--- src/rtl/pipelined_cla_adder.sv ---
// pipelined_cla_adder
//   Valid/ready pipelined adder/subtractor. Operands are captured in stage 0.
//   Each following stage resolves one BLOCK-bit group with a flat carry-look-ahead.
//   The carry ripples only between stages, through a register.
//   Latency is NGRP+1 enabled cycles, and the block accepts one operand set per cycle.
//
// Ports
//   clk        clock, rising edge
//   rst_n      asynchronous active-low reset
//   in_valid   operand set present on a/b/ci/sub
//   in_ready   combinational; block accepts an operand set this cycle
//   a, b       WIDTH-bit operands
//   ci         carry-in; ignored when sub=1
//   sub        0 = a+b+ci, 1 = a-b
//   out_valid  s/co/ovf hold a result
//   out_ready  downstream accepts the result this cycle
//   s          registered sum/difference
//   co         registered carry-out of the MSB (for sub: 1 = no borrow)
//   ovf        registered two's-complement overflow
module pipelined_cla_adder #(
    parameter int unsigned WIDTH = 16,
    parameter int unsigned BLOCK = 4
) (
    input  logic             clk,
    input  logic             rst_n,
    input  logic             in_valid,
    output logic             in_ready,
    input  logic [WIDTH-1:0] a,
    input  logic [WIDTH-1:0] b,
    input  logic             ci,
    input  logic             sub,
    output logic             out_valid,
    input  logic             out_ready,
    output logic [WIDTH-1:0] s,
    output logic             co,
    output logic             ovf
);

    localparam int unsigned NGRP = WIDTH / BLOCK;

    // Reject geometries where the groups do not tile the operand exactly.
    if (BLOCK == 0 || WIDTH == 0 || (WIDTH % BLOCK) != 0) begin : g_bad_params
        $error("pipelined_cla_adder: WIDTH must be a non-zero multiple of BLOCK");
    end

    // Group carries c[0..BLOCK] as a flat sum of products; no ripple inside the group.
    function automatic logic [BLOCK:0] cla_carries(
        input logic [BLOCK-1:0] x,
        input logic [BLOCK-1:0] y,
        input logic             cin
    );
        logic [BLOCK-1:0] p;
        logic [BLOCK-1:0] g;
        logic [BLOCK:0]   c;
        logic             t;
        p    = x ^ y;
        g    = x & y;
        c    = '0;
        c[0] = cin;
        for (int i = 0; i < int'(BLOCK); i++) begin
            // Carry-in propagated through p[0..i].
            t = cin;
            for (int k = 0; k <= i; k++) begin
                t = t & p[k];
            end
            c[i+1] = t;
            // Generate at bit j, propagated through p[j+1..i].
            for (int j = 0; j <= i; j++) begin
                t = g[j];
                for (int k = j + 1; k <= i; k++) begin
                    t = t & p[k];
                end
                c[i+1] = c[i+1] | t;
            end
        end
        return c;
    endfunction

    // Pipeline state. Index 0 is the operand capture stage. Index g holds the
    // result after group g-1 is resolved. r_s[0] stays zero, so stage 1 has a
    // clean base to build on.
    logic             r_v [0:NGRP];
    logic [WIDTH-1:0] r_a [0:NGRP-1];
    logic [WIDTH-1:0] r_b [0:NGRP-1];
    logic             r_c [0:NGRP];
    logic [WIDTH-1:0] r_s [0:NGRP];
    logic             r_ovf;

    logic             w_en;
    logic [BLOCK:0]   w_car   [1:NGRP];
    logic [WIDTH-1:0] w_snext [1:NGRP];

    // One stall signal freezes every stage. This keeps ordering and occupancy
    // trivially correct.
    assign w_en     = !r_v[NGRP] || out_ready;
    assign in_ready = w_en;

    // Per-stage group look-ahead and partial-sum merge.
    always_comb begin
        for (int g = 1; g <= int'(NGRP); g++) begin
            w_car[g]   = cla_carries(r_a[g-1][(g-1)*BLOCK +: BLOCK],
                                     r_b[g-1][(g-1)*BLOCK +: BLOCK],
                                     r_c[g-1]);
            w_snext[g] = r_s[g-1];
            w_snext[g][(g-1)*BLOCK +: BLOCK] = r_a[g-1][(g-1)*BLOCK +: BLOCK]
                                             ^ r_b[g-1][(g-1)*BLOCK +: BLOCK]
                                             ^ w_car[g][BLOCK-1:0];
        end
    end

    // Pipeline registers.
    always_ff @(posedge clk or negedge rst_n) begin
        if (!rst_n) begin
            for (int g = 0; g <= int'(NGRP); g++) begin
                r_v[g] <= 1'b0;
                r_c[g] <= 1'b0;
                r_s[g] <= '0;
            end
            for (int g = 0; g < int'(NGRP); g++) begin
                r_a[g] <= '0;
                r_b[g] <= '0;
            end
            r_ovf <= 1'b0;
        end else if (w_en) begin
            r_v[0] <= in_valid;
            if (in_valid) begin
                // Subtraction is a + ~b + 1, so the external ci is ignored.
                r_a[0] <= a;
                r_b[0] <= sub ? ~b : b;
                r_c[0] <= sub | ci;
            end
            for (int g = 1; g < int'(NGRP); g++) begin
                r_a[g] <= r_a[g-1];
                r_b[g] <= r_b[g-1];
            end
            for (int g = 1; g <= int'(NGRP); g++) begin
                r_v[g] <= r_v[g-1];
                r_c[g] <= w_car[g][BLOCK];
                r_s[g] <= w_snext[g];
            end
            // Overflow: carry into the MSB differs from carry out of the MSB.
            r_ovf <= w_car[NGRP][BLOCK] ^ w_car[NGRP][BLOCK-1];
        end
    end

    assign out_valid = r_v[NGRP];
    assign s         = r_s[NGRP];
    assign co        = r_c[NGRP];
    assign ovf       = r_ovf;

endmodule

--- config.mk ---
export PLATFORM = sky130hd
export DESIGN_NAME = pipelined_cla_adder
export DESIGN_NICKNAME = d
export VERILOG_FILES = /design/src/rtl/pipelined_cla_adder.sv
export SDC_FILE = /design/constraint.sdc
export NUM_CORES = 1
export LEC_CHECK = 0
export ABC_AREA = 0
export CORE_MARGIN = 8
export CORE_UTILIZATION = 36
export CTS_CLUSTER_SIZE = 20
export DETAILED_ROUTE_END_ITERATION = 6
export PLACE_DENSITY_LB_ADDON = 0.08
export SETUP_SLACK_MARGIN = 0.05
export SKIP_CTS_REPAIR_TIMING = 1
export SYNTH_ARGS = -nofsm -noshare
export SYNTH_HDL_FRONTEND = slang
export SYNTH_SLANG_ARGS = --single-unit
--- constraint.sdc ---
create_clock -name clk -period 1.83 [get_ports clk]
set_input_delay 0.366 -clock clk [delete_from_list [all_inputs] [get_ports clk]]
set_output_delay 0.366 -clock clk [all_outputs]
set_load 0.02 [all_outputs]
## Word level (Yosys, flattened, before mapping)

Cells that the tools add are included.

- Register bits after elaboration: 179
- Input bits: 38

- Mux-type cells: 1
- Bitwise operators: 95
- Reductions and logical operators: 3

Operator list:

| operator | number |
|---|---|
| bitwise OR 1 bit | 41 |
| AND 1 bit | 40 |
| XOR 4 bit | 8 |
| AND 4 bit | 4 |
| 2-to-1 mux 16 bit | 1 |
| NOT 16 bit | 1 |
| AND reduction 2 bit | 1 |
| logical NOT 1 bit | 1 |
| logical OR 1 bit | 1 |
| XOR 1 bit | 1 |

## Depth between registers and ports, before layout

- Depth in word-level cells: 10
- Mapped depth: 8

## Worst setup path before layout

Ideal clock, no wire load.

- Path kind: reg-to-reg
- Start: reg r_a[12] (netlist name)
- End: reg r_ovf (netlist: ovf)
- Setup time: 0.069 ns
- Arrival: 1.675 ns
- Data required time: 1.761 ns
- Setup slack: 0.086 ns
- Stages on the path, launching flop included: 6
- Cells stage by stage: dfrtp_1 ha_1 ha_1 o211a_1 or4b_1 nand3_1

- Cells in the longest elaborated chain, start to end: 10
- Elaborated cells on any way between the ends: 17
- Classes of those cells: bitwise: 17

RTL lines:

| element | RTL line | text |
|---|---|---|
| start, declared | 83 | `logic [WIDTH-1:0] r_a [0:NGRP-1];` |
| start signal, assigned by index | 133 | `r_a[g] <= r_a[g-1];` |
| XOR 4 bit | 56 | `p = x ^ y;` |
| AND 1 bit (4 in a row) | 64 | `t = t & p[k];` |
| bitwise OR 1 bit (4 in a row) | 73 | `c[i+1] = c[i+1] \| t;` |
| XOR 1 bit * | 142 | `r_ovf <= w_car[NGRP][BLOCK] ^ w_car[NGRP][BLOCK-1];` |
| end signal, assigned | 142 |  |
| end, declared | 87 | `logic r_ovf;` |

Mark *: on every way between the ends. The rest lies on a longest branch, timed or not.
A chain may end at the register's enable or synchronous reset.

## Worst setup path in the final report

- Start: reg r_b[12] (netlist name)
- End: reg r_ovf (netlist: ovf)

- Cells in the longest elaborated chain, start to end: 10
- Elaborated cells on any way between the ends: 17
- Classes of those cells: bitwise: 17

RTL lines:

| element | RTL line | text |
|---|---|---|
| start, declared | 84 | `logic [WIDTH-1:0] r_b [0:NGRP-1];` |
| start signal, assigned by index | 134 | `r_b[g] <= r_b[g-1];` |
| XOR 4 bit | 56 |  |
| AND 1 bit (4 in a row) | 64 |  |
| bitwise OR 1 bit (4 in a row) | 73 |  |
| XOR 1 bit * | 142 |  |

Marks and branches as above.

==> results.json <==
{
  "status": "finished clean",
  "maxCapViolations": 0,
  "syn_inst": 584,
  "grt_usage": 0.122,
  "path_buf_inv": 0,
  "crit_path_start_kind": "flop",
  "yosysSeqAreaShare": 0.564,
  "drtIter0Drc": 205,
  "crit_path_end_kind": "flop",
  "core_area_um2": 15800,
  "diodes": 0,
  "worst_pin_slew_ns": 0.451,
  "final_cell_mix": "nand2_1, dfrtp_1, clkdlybuf4s50_1, a21oi_1, ha_1",
  "skew_ns": 0.00787,
  "drv_slew": 0,
  "start_util": 0.367,
  "portBuffers": 57,
  "drt-vias-per-instance": 4.51,
  "numCtsBuffers": 17,
  "finalWeightedCongestion": 0.721,
  "synthesis.nets": 646,
  "avgSynthCellArea_um2": 9.96,
  "clk_latency_ns": 0.41,
  "critPathSlowestCell": "or4b_1",
  "arrival_ns": 2.14,
  "grt_setup_unrepaired": "yes",
  "max_freq_mhz": 560,
  "layout_setup_ws_ns": 0.0430,
  "grt_first_pass_wirelength_mm": 19.5,
  "grt_pass1_vias": 3971,
  "clk_pin_slew_worst_paths_ns": 0.06,
  "dr_total_vias": 3896,
  "clkSinkCount": 131,
  "clockRootBuffer": "clkbuf_16",
  "synth_cell_type_count": 34,
  "hp-class": "in2async",
  "path_class": "reg2reg",
  "switching_share": 0.330,
  "synth_area_leaders": "dfrtp_1, nand2_1, ha_1",
  "syn_area_um2": 5820,
  "p_clk_frac": 0.276,
  "p_comb_frac": 0.348,
  "yosys_warnings": 12,
  "synth_top_area_share": 0.564,
  "grt_max_degree": 81,
  "place_ws_ns": 0.00783,
  "cts_tree": "yes",
  "whs_ns": 0.449,
  "die_h_um": 143,
  "seq_power_share": 0.377,
  "pin_count": 58,
  "period_share": 0.977,
  "cp_max_fo": 3,
  "final_common_cell": "nand2_1",
  "finalNonFillerCells": 863,
  "crit_chain": "ha_1 -> ha_2 -> o211a_4 -> or4b_1 -> nand3_1",
  "synth_top_area_cell": "dfrtp_1",
  "power.leakage_nw": 3.66,
  "drc": 0,
  "worstPathRequired_ns": 2.18,
  "p_switching_w": 0.00433,
  "antenna_found_initial": 0,
  "synth_seq_cells": 131,
  "min_period_ns": 1.79,
  "cellPowerDensity_nw_per_um2": 1790,
  "drive_above_1_share": 0.117,
  "hpwlAfterDp_mm": 7.72,
  "hold_viol": 0,
  "wl_per_cell_um": 13.2,
  "ant_nets": 0,
  "placed_cells": 829,
  "syn2layout_area_growth_pct": 25.7,
  "cpLargestDelayFamily": "simple AND/OR/NAND/NOR gates",
  "grt_overflow": 0,
  "die_w_um": 143,
  "rows": 46,
  "vdd_drop_max_uv": 770,
  "fp.dieArea_um2": 20500,
  "cpPeakStageDelay_ns": 0.51,
  "p_int_w": 0.00878,
  "wirelength_mm": 11.4,
  "slew_headroom": 0.700,
  "h-tree-depth": 4,
  "dr.pass1.iters": 4,
  "setup_viol": 0,
  "max-clock-path-buffers": 2,
  "nNetsFinal": 696
}
==> metal layers <==
layer	global-route usage	vias to the layer above	routed length, um	part of all wire
met4	0.0570	0	192	0.017
met1	0.158	1843	5730	0.50
li1	-	1972	-	-
met2	0.182	68	4960	0.43
met3	0.0374	13	527	0.046
met5	0	-	0	0
==> metrics by stage <==
stage | power, W | cell area, um^2 | TNS, ns | util
2_1_floorplan | 0.00828 | 5820 | 0 | -
3_3_place_gp | 0.00953 | 6610 | 0 | 0.417
3_5_place_dp | 0.00964 | 6610 | 0 | 0.417
4_1_cts | 0.0133 | 7240 | -0.00553 | 0.458
5_1_grt | 0.0142 | 7310 | -0.0121 | 0.462
6_report | 0.0131 | 7310 | 0 | 0.462
==> power by group through the flow <==
stage / logic, W / registers (W) / clock network (W)
after floorplan: 0.00345 / 0.00483 / 0
after CTS: 0.00464 / 0.00497 / 0.00371
after global placement: 0.00455 / 0.00498 / 0
after detailed placement: 0.00464 / 0.00500 / 0
final: 0.00456 / 0.00494 / 0.00361
after global routing: 0.00520 / 0.00512 / 0.00384
==> area by class of cell <==
class,count,area [um^2]
Clock buffer,22,484
Inverter,7,27.5
Fill cell,1507,8520
Clock inverter,10,153
Sequential cell,131,3280
Timing Repair Buffer,79,857
Multi-Input combinational cell,398,2240
Tap cell,216,270
==> Yosys cell counts <==
| library cell | number |
|---|---|
| o211ai_1 | 1 |
| a22oi_1 | 1 |
| xnor2_1 | 17 |
| clkbuf_1 | 15 |
| o21a_1 | 11 |
| a31o_2 | 1 |
| a21o_1 | 5 |
| inv_1 | 6 |
| or3_1 | 1 |
| ha_1 | 20 |
| buf_1 | 1 |
| o211a_1 | 4 |
| mux2_2 | 5 |
| nand3_1 | 3 |
| o31a_1 | 3 |
| nor2_1 | 7 |
| xor2_1 | 3 |
| nor3_1 | 7 |
| buf_6 | 4 |
| nor2b_2 | 1 |
| nand2_1 | 237 |
| buf_2 | 10 |
| buf_4 | 18 |
| and2_4 | 1 |
| dfrtp_1 | 131 |
| nand2b_1 | 4 |
| a21oi_1 | 36 |
| and2_1 | 1 |
| o21ai_0 | 7 |
| inv_2 | 1 |
| or4b_1 | 1 |
| mux2_4 | 10 |
| o31ai_1 | 7 |
| fa_1 | 4 |
==> sequential cells by signal, summed over array words and instances (netlist names) <==
register	flops
co	1
out_valid	1
ovf	1
r_a	40
r_b	40
r_c	4
r_s	24
r_v	4
s	16
==> cells by family (layout without fill, tap and decap cells) <==
family | Yosys count | count (layout) | synth area share
and+or+nand+nor | 263 | 263 | 0.177
DFF | 131 | 131 | 0.564
AOI/OAI and AO/OA | 76 | 76 | 0.0822
buffers and inverters | 55 | 118 | 0.0544
adders and majority gates | 24 | 24 | 0.0568
xor gates and xnor gates | 20 | 20 | 0.0301
muxes | 15 | 15 | 0.0355
==> path summary, 6_finish.rpt <==
kind / slack [ns] / startpoint / end / cells after the start
min in group clk: 0.46 / s[2] / s[2] / 2
setup / recovery: 0.04 / r_b[12] / ovf / 5
hold reg to reg: 0.46 / s[2] / s[2] / 2
setup reg to reg: 0.04 / r_b[12] / ovf / 5
max in group asynchronous: 0.72 / rst_n / r_v[2] / 3
hold / removal: 0.45 / rst_n / r_a[51] / 2
Note: power is estimated with default switching activity, not from simulation.
